File: src/rtl/reg_serial_reader_if.sv
// reg_serial_reader_if: parallel load side and serial valid/ready side of the register reader
interface reg_serial_reader_if #(parameter int WIDTH = 8);
    logic             l;
    logic [WIDTH-1:0] d;
    logic             sr;
    logic             so;
    logic             sv;
    logic             busy;
    logic             done;
    logic [WIDTH-1:0] q;
    modport master (output l, d, sr, input so, sv, busy, done, q);
    modport slave  (input l, d, sr, output so, sv, busy, done, q);
endinterface

File: src/rtl/reg_serial_reader.sv
// reg_serial_reader: captures a register word on a load strobe and streams it LSB-first,
// followed by an even-parity bit, over a one-bit valid/ready link
module reg_serial_reader #(parameter int WIDTH = 8) (
    input logic c,
    input logic r,
    reg_serial_reader_if.slave b
);
    localparam int cw = $clog2(WIDTH);
    localparam logic [cw-1:0] last = cw'(WIDTH - 1);
    typedef enum logic [1:0] {s_idle, s_data, s_par, s_done} state_t;
    state_t st, nst;
    logic [WIDTH-1:0] sh, q;
    logic [cw-1:0] cnt;
    logic p, last_bit;
    always_comb begin
        last_bit = cnt == last;
        nst = st == s_idle ? (b.l ? s_data : s_idle) :
              st == s_data ? (b.sr && last_bit ? s_par : s_data) :
              st == s_par  ? (b.sr ? s_done : s_par) : s_idle;
        b.sv   = st == s_data || st == s_par;
        b.so   = st == s_data ? sh[0] : st == s_par ? p : 1'b0;
        b.busy = st != s_idle;
        b.done = st == s_done;
        b.q    = q;
    end
    // cnt saturates on the last data bit so it never exceeds WIDTH-1
    always_ff @(posedge c) begin
        if (r) begin
            st  <= s_idle;
            sh  <= '0;
            q   <= '0;
            cnt <= '0;
            p   <= 1'b0;
        end else begin
            st <= nst;
            if (st == s_idle && b.l) begin
                sh  <= b.d;
                q   <= b.d;
                p   <= ^b.d;
                cnt <= '0;
            end else if (st == s_data && b.sr) begin
                sh  <= {1'b0, sh[WIDTH-1:1]};
                cnt <= last_bit ? cnt : cnt + 1'b1;
            end
        end
    end
endmodule

File: src/flat_wrapper.sv
// flat-port wrapper written by rule: the top's interface ports become plain ports
module reg_serial_reader_flat 
#(parameter int WIDTH = 8)
  (c, r, b_l, b_d, b_sr, b_so, b_sv, b_busy, b_done, b_q);
  reg_serial_reader_if #(.WIDTH(WIDTH)) b_i ();
  input logic c;
  input logic r;
  input wire logic [$bits(b_i.l)-1:0] b_l;
  input wire logic [$bits(b_i.d)-1:0] b_d;
  input wire logic [$bits(b_i.sr)-1:0] b_sr;
  output wire logic [$bits(b_i.so)-1:0] b_so;
  output wire logic [$bits(b_i.sv)-1:0] b_sv;
  output wire logic [$bits(b_i.busy)-1:0] b_busy;
  output wire logic [$bits(b_i.done)-1:0] b_done;
  output wire logic [$bits(b_i.q)-1:0] b_q;
  assign b_i.l = b_l;
  assign b_i.d = b_d;
  assign b_i.sr = b_sr;
  assign b_so = b_i.so;
  assign b_sv = b_i.sv;
  assign b_busy = b_i.busy;
  assign b_done = b_i.done;
  assign b_q = b_i.q;
  reg_serial_reader #(.WIDTH(WIDTH)) u_core (.c(c), .r(r), .b(b_i));
endmodule
File: config.mk
export PLATFORM = sky130hd
export DESIGN_NAME = reg_serial_reader_flat
export DESIGN_NICKNAME = d
export VERILOG_FILES = /design/src/rtl/reg_serial_reader_if.sv /design/src/rtl/reg_serial_reader.sv /design/src/flat_wrapper.sv
export SDC_FILE = /design/constraint.sdc
export NUM_CORES = 1
export LEC_CHECK = 0
export CAP_MARGIN = 40
export CELL_PAD_IN_SITES_DETAIL_PLACEMENT = 0
export CELL_PAD_IN_SITES_GLOBAL_PLACEMENT = 1
export CORE_MARGIN = 2
export CORE_UTILIZATION = 40
export CTS_BUF_LIST = sky130_fd_sc_hd__clkbuf_8
export CTS_CLUSTER_DIAMETER = 40
export DETAILED_ROUTE_END_ITERATION = 16
export PLACE_DENSITY_LB_ADDON = 0.1
export SETUP_SLACK_MARGIN = 0.15
export SYNTH_ARGS = -nofsm -noshare
export SYNTH_HDL_FRONTEND = slang
export SYNTH_SLANG_ARGS = --single-unit
File: constraint.sdc
create_clock -name c -period 4.05 [get_ports c]
set_input_delay 0.81 -clock c [delete_from_list [all_inputs] [get_ports c]]
set_output_delay 0.81 -clock c [all_outputs]
set_load 0.01 [all_outputs]
==> metrics.txt <==
# TYPE chip_impl_metric gauge
chip_impl_info{name="outcome",value="completed"} 1
chip_impl_metric{name="final_instance_count_excl_fillers",unit=""} 163
chip_impl_metric{name="final.min_clock_period",unit="ps"} 2560
chip_impl_metric{name="ys_seq_elements",unit=""} 22
chip_impl_metric{name="reg2regPathDepth",unit=""} 6
chip_impl_metric{name="worstMarginPinSlew",unit="ps"} 834.6
chip_impl_metric{name="worst_hold_path.num_cells",unit=""} 2
chip_impl_metric{name="number_of_antenna_violations_at_the_first_check_in_global_routing",unit=""} 0
chip_impl_metric{name="drive_gt1_share",unit="%"} 11.28
chip_impl_metric{name="yosys_warning_count",unit=""} 0
chip_impl_metric{name="grt_usage",unit="%"} 14.89
chip_impl_metric{name="cts_repair_resize_count",unit=""} 0
chip_impl_metric{name="chipWidth",unit="µm"} 54.09
chip_impl_info{name="worstPathCellList",value="inv_1 > ha_1 > o21ai_0 > clkdlybuf4s50_1"} 1
chip_impl_metric{name="post_drt_wl_per_cell",unit="µm"} 11.48
chip_impl_metric{name="cts_hold_buffers",unit=""} 0
chip_impl_metric{name="vias",unit=""} 768
chip_impl_info{name="setup.worst_path.class",value="flop to output pin"} 1
chip_impl_info{name="grt_setup_unrepaired",value="no"} 1
chip_impl_metric{name="drv.max_cap_violation_count",unit=""} 0
chip_impl_metric{name="hold_viol_final",unit=""} 0
chip_impl_info{name="post_synth_main_area_contributors",value="sky130_fd_sc_hd__dfxtp_1 44%, sky130_fd_sc_hd__nand2_1 9.7%, sky130_fd_sc_hd__a21oi_1 9.0%, sky130_fd_sc_hd__mux2_2 7.9%, sky130_fd_sc_hd__ha_1 7.5%"} 1
chip_impl_info{name="post-synth-top-area-cell",value="sky130_fd_sc_hd__dfxtp_1"} 1
chip_impl_metric{name="cts_buffers",unit=""} 3
chip_impl_metric{name="layout_worst_path_cycle_share",unit="%"} 63.21
chip_impl_metric{name="initial_core_utilization",unit="%"} 41.26
chip_impl_info{name="crit-reg2reg-capture",value="u_core.sh[6]"} 1
chip_impl_metric{name="detailedPlace.worstSlack",unit="ps"} 1764
chip_impl_metric{name="synth_cell_types",unit=""} 23
chip_impl_metric{name="reg2reg_slack",unit="ps"} 2510
chip_impl_metric{name="syn_inst",unit=""} 110
chip_impl_metric{name="num_io_pins",unit=""} 24
chip_impl_metric{name="clkSlewWorstSetupHoldPaths",unit="ps"} 70
chip_impl_metric{name="fin_ws",unit="ps"} 1490
chip_impl_metric{name="post_synth_instance_area",unit="µm²"} 1003
chip_impl_metric{name="critPathMaxFanout",unit=""} 7
chip_impl_metric{name="core_area",unit="µm²"} 2432
chip_impl_metric{name="dp_cells",unit=""} 159
chip_impl_metric{name="io_buffers",unit=""} 23
chip_impl_metric{name="n_antenna_cell",unit=""} 0
chip_impl_info{name="cp_top_family",value="buffers and inverters"} 1
chip_impl_metric{name="fin_total_pwr",unit="µW"} 515.3
chip_impl_metric{name="row_count",unit=""} 18
chip_impl_metric{name="worst_skew_pair_later_pin_latency",unit="ps"} 260
chip_impl_metric{name="total_die_area",unit="µm²"} 2925
chip_impl_info{name="rr_startpoint",value="u_core.st[1]"} 1
chip_impl_metric{name="drt-vias-per-instance",unit=""} 4.712
chip_impl_metric{name="synth.top_cell.area_share",unit="%"} 43.89
chip_impl_metric{name="fmax",unit="GHz"} 0.3906
chip_impl_info{name="hold-path-endpoint",value="u_core.b.q[5]"} 1
chip_impl_metric{name="fin_setup_tns",unit="ps"} 0
chip_impl_metric{name="antenna_violating_nets_post_route",unit=""} 0
chip_impl_metric{name="timing.final.max_slew_violations",unit=""} 0
chip_impl_metric{name="worst_slew_margin_rel",unit="%"} 44.18
chip_impl_metric{name="first_pass_grt_wire_length",unit="mm"} 3.091
chip_impl_metric{name="post_cts_buffers",unit=""} 0
chip_impl_info{name="tritoncts",value="done"} 1
chip_impl_metric{name="finalInstanceArea",unit="µm²"} 1325
chip_impl_metric{name="detailed_route_drc_error_count",unit=""} 0
chip_impl_metric{name="synth_nets",unit=""} 128
chip_impl_info{name="setup.worst_path.start_class",value="flop"} 1
chip_impl_metric{name="cts.htree.levels",unit=""} 1
chip_impl_metric{name="powerDensity",unit="nW/µm²"} 388.9
chip_impl_info{name="hold_path.class",value="flop to flop"} 1
chip_impl_metric{name="detail_route.wirelength",unit="mm"} 1.871
chip_impl_metric{name="critPathRequiredTime",unit="ps"} 3240
chip_impl_metric{name="static-leakage-power",unit="nW"} 0.5105
chip_impl_metric{name="worstPathBufferInverterCount",unit=""} 2
chip_impl_metric{name="drt_first_pass_iters",unit=""} 4
chip_impl_metric{name="gp_congestion",unit=""} 0.6898
chip_impl_metric{name="arrival_time_at_the_worst_endpoint",unit="ps"} 1750
chip_impl_metric{name="grt_pass1_vias",unit=""} 738
chip_impl_metric{name="postSynthAreaPerCell",unit="µm²"} 9.122
chip_impl_info{name="cp_slowest_cell",value="sky130_fd_sc_hd__clkdlybuf4s50_1"} 1
chip_impl_metric{name="finClkSkew",unit="ps"} 5.430
chip_impl_metric{name="dpl-instance-area",unit="µm²"} 1254
chip_impl_metric{name="grt_remaining_overflow",unit=""} 0
chip_impl_metric{name="critical_path.max_stage_delay",unit="ps"} 570
chip_impl_metric{name="hpwlAfterDp",unit="mm"} 1.346
chip_impl_metric{name="finalNetCount",unit=""} 152
chip_impl_metric{name="numClockSinks",unit=""} 22
chip_impl_info{name="crit_path_end_kind",value="output pin"} 1
chip_impl_metric{name="grt_start_max_net_pins",unit=""} 23
chip_impl_metric{name="area.growth.synth_to_final",unit="%"} 32.04
chip_impl_metric{name="maximum_vdd_drop",unit="µV"} 286.1
chip_impl_metric{name="setup_viol_count_final",unit=""} 0
chip_impl_info{name="cts-root-buf",value="sky130_fd_sc_hd__clkbuf_8"} 1
chip_impl_info{name="hold_path_startpoint",value="u_core.b.q[5]"} 1
chip_impl_metric{name="maximum_root_to_sink_buffer_count",unit=""} 2
chip_impl_metric{name="die_h",unit="µm"} 54.09
chip_impl_metric{name="synth-seq-area-share",unit="%"} 43.89
chip_impl_metric{name="initialDrtViolationCount",unit=""} 3
[kinds of logic (layout without fill, tap and decap cells)]
family                   Yosys count  after routing  share of synthesized area [%]
adder cells (fa/ha/maj)            6              6                          7.481
buffers and inverters              7             30                          2.867
XOR/XNOR                           8              8                          6.983
AO/OA/AOI/OAI                     22             22                          12.34
multiplexers                       9              9                          9.851
flip-flops                        22             22                          43.89
AND/OR/NAND/NOR                   36             36                          16.58
[worst max-delay path by stage]
stage                       from   end  slack, ps  cells past startpoint
floorplan           u_core.st[1]  b_so       2280                      3
global placement    u_core.st[1]  b_so       1850                      4
detailed placement  u_core.st[1]  b_so       1760                      4
CTS                 u_core.st[1]  b_so       1470                      4
global route        u_core.st[1]  b_so       1400                      4
finish              u_core.st[1]  b_so       1490                      4
[worst min-delay path, cell delays in order (launching register included)]
cell,delay [ps]
sky130_fd_sc_hd__dfxtp_1,310
sky130_fd_sc_hd__nand2_1,50
sky130_fd_sc_hd__a21oi_1,50
[where the power goes]
group	internal (mW)	leakage, nW	total, mW	switching, mW
registers	0.228	0.180	0.234	0.00581
clock network	0.132	0.0357	0.201	0.0694
logic	0.0417	0.294	0.0800	0.0382
total	0.402	0.510	0.515	0.113
[per-stage QoR]
step	hold WS [ps]	util, %
floorplan	445.4	-
global placement	443.3	51.54
detailed placement	447.2	51.54
CTS	457.9	54.48
global route	468.0	54.48
finish	455.4	54.48
[cells in the mapped netlist]
| master | n |
|---|---|
| sky130_fd_sc_hd__dfxtp_1 | 22 |
| sky130_fd_sc_hd__xnor2_1 | 8 |
| sky130_fd_sc_hd__buf_1 | 1 |
| sky130_fd_sc_hd__clkbuf_1 | 1 |
| sky130_fd_sc_hd__nor3_1 | 3 |
| sky130_fd_sc_hd__nor2_1 | 1 |
| sky130_fd_sc_hd__mux2_2 | 7 |
| sky130_fd_sc_hd__a21oi_1 | 18 |
| sky130_fd_sc_hd__and2_1 | 1 |
| sky130_fd_sc_hd__o21ai_0 | 1 |
| sky130_fd_sc_hd__a311o_1 | 1 |
| sky130_fd_sc_hd__buf_2 | 2 |
| sky130_fd_sc_hd__nor2_4 | 1 |
| sky130_fd_sc_hd__nand3_1 | 1 |
| sky130_fd_sc_hd__ha_1 | 6 |
| sky130_fd_sc_hd__nor2b_1 | 1 |
| sky130_fd_sc_hd__inv_1 | 3 |
| sky130_fd_sc_hd__a31oi_1 | 1 |
| sky130_fd_sc_hd__nand2_4 | 1 |
| sky130_fd_sc_hd__nor3_2 | 1 |
| sky130_fd_sc_hd__nand2_1 | 26 |
| sky130_fd_sc_hd__a211oi_2 | 1 |
| sky130_fd_sc_hd__mux2i_1 | 2 |
[cells in the final DEF (no fill, tap or decap)]
cell type | netlist | final
sky130_fd_sc_hd__nand2_1 | 26 | 26
sky130_fd_sc_hd__clkdlybuf4s50_1 | 0 | 23
sky130_fd_sc_hd__dfxtp_1 | 22 | 22
sky130_fd_sc_hd__a21oi_1 | 18 | 18
sky130_fd_sc_hd__xnor2_1 | 8 | 8
sky130_fd_sc_hd__mux2_2 | 7 | 7
sky130_fd_sc_hd__ha_1 | 6 | 6
sky130_fd_sc_hd__inv_1 | 3 | 3
sky130_fd_sc_hd__nor3_1 | 3 | 3
sky130_fd_sc_hd__clkbuf_8 | 0 | 3
sky130_fd_sc_hd__mux2i_1 | 2 | 2
sky130_fd_sc_hd__o21ai_0 | 1 | 1
sky130_fd_sc_hd__and2_1 | 1 | 1
sky130_fd_sc_hd__nand2_4 | 1 | 1
sky130_fd_sc_hd__nor2_4 | 1 | 1
sky130_fd_sc_hd__nor3_2 | 1 | 1
sky130_fd_sc_hd__nand3_1 | 1 | 1
sky130_fd_sc_hd__nor2b_1 | 1 | 1
sky130_fd_sc_hd__a31oi_1 | 1 | 1
sky130_fd_sc_hd__a311o_1 | 1 | 1
sky130_fd_sc_hd__nor2_1 | 1 | 1
sky130_fd_sc_hd__a211oi_2 | 1 | 1
sky130_fd_sc_hd__bufinv_16 | 0 | 1
[flip-flops by register name, summed over array words and instances, names as in the netlist]
name and cells:
u_core.st 2, u_core.b.q 8, u_core.p 1, u_core.cnt 3
u_core.sh 8
[layout make-up]
class                           count  area [µm²]
Clock buffer                        3       41.29
Timing Repair Buffer               23       230.2
Inverter                            3       11.26
Multi-Input combinational cell     81       534.3
Tap cell                           30       37.54
Sequential cell                    22       440.4
Clock inverter                      1       30.03
Fill cell                         221        1107
[routing by layer]
layer | up-vias | track usage, % | routed length [µm]
met4 | 0 | 5.000 | 18
li1 | 415 | - | -
met3 | 4 | 5.278 | 127
met2 | 19 | 23.17 | 813
met1 | 330 | 19.11 | 912
met5 | - | 0 | 0
(Power assumes the default switching activity.)
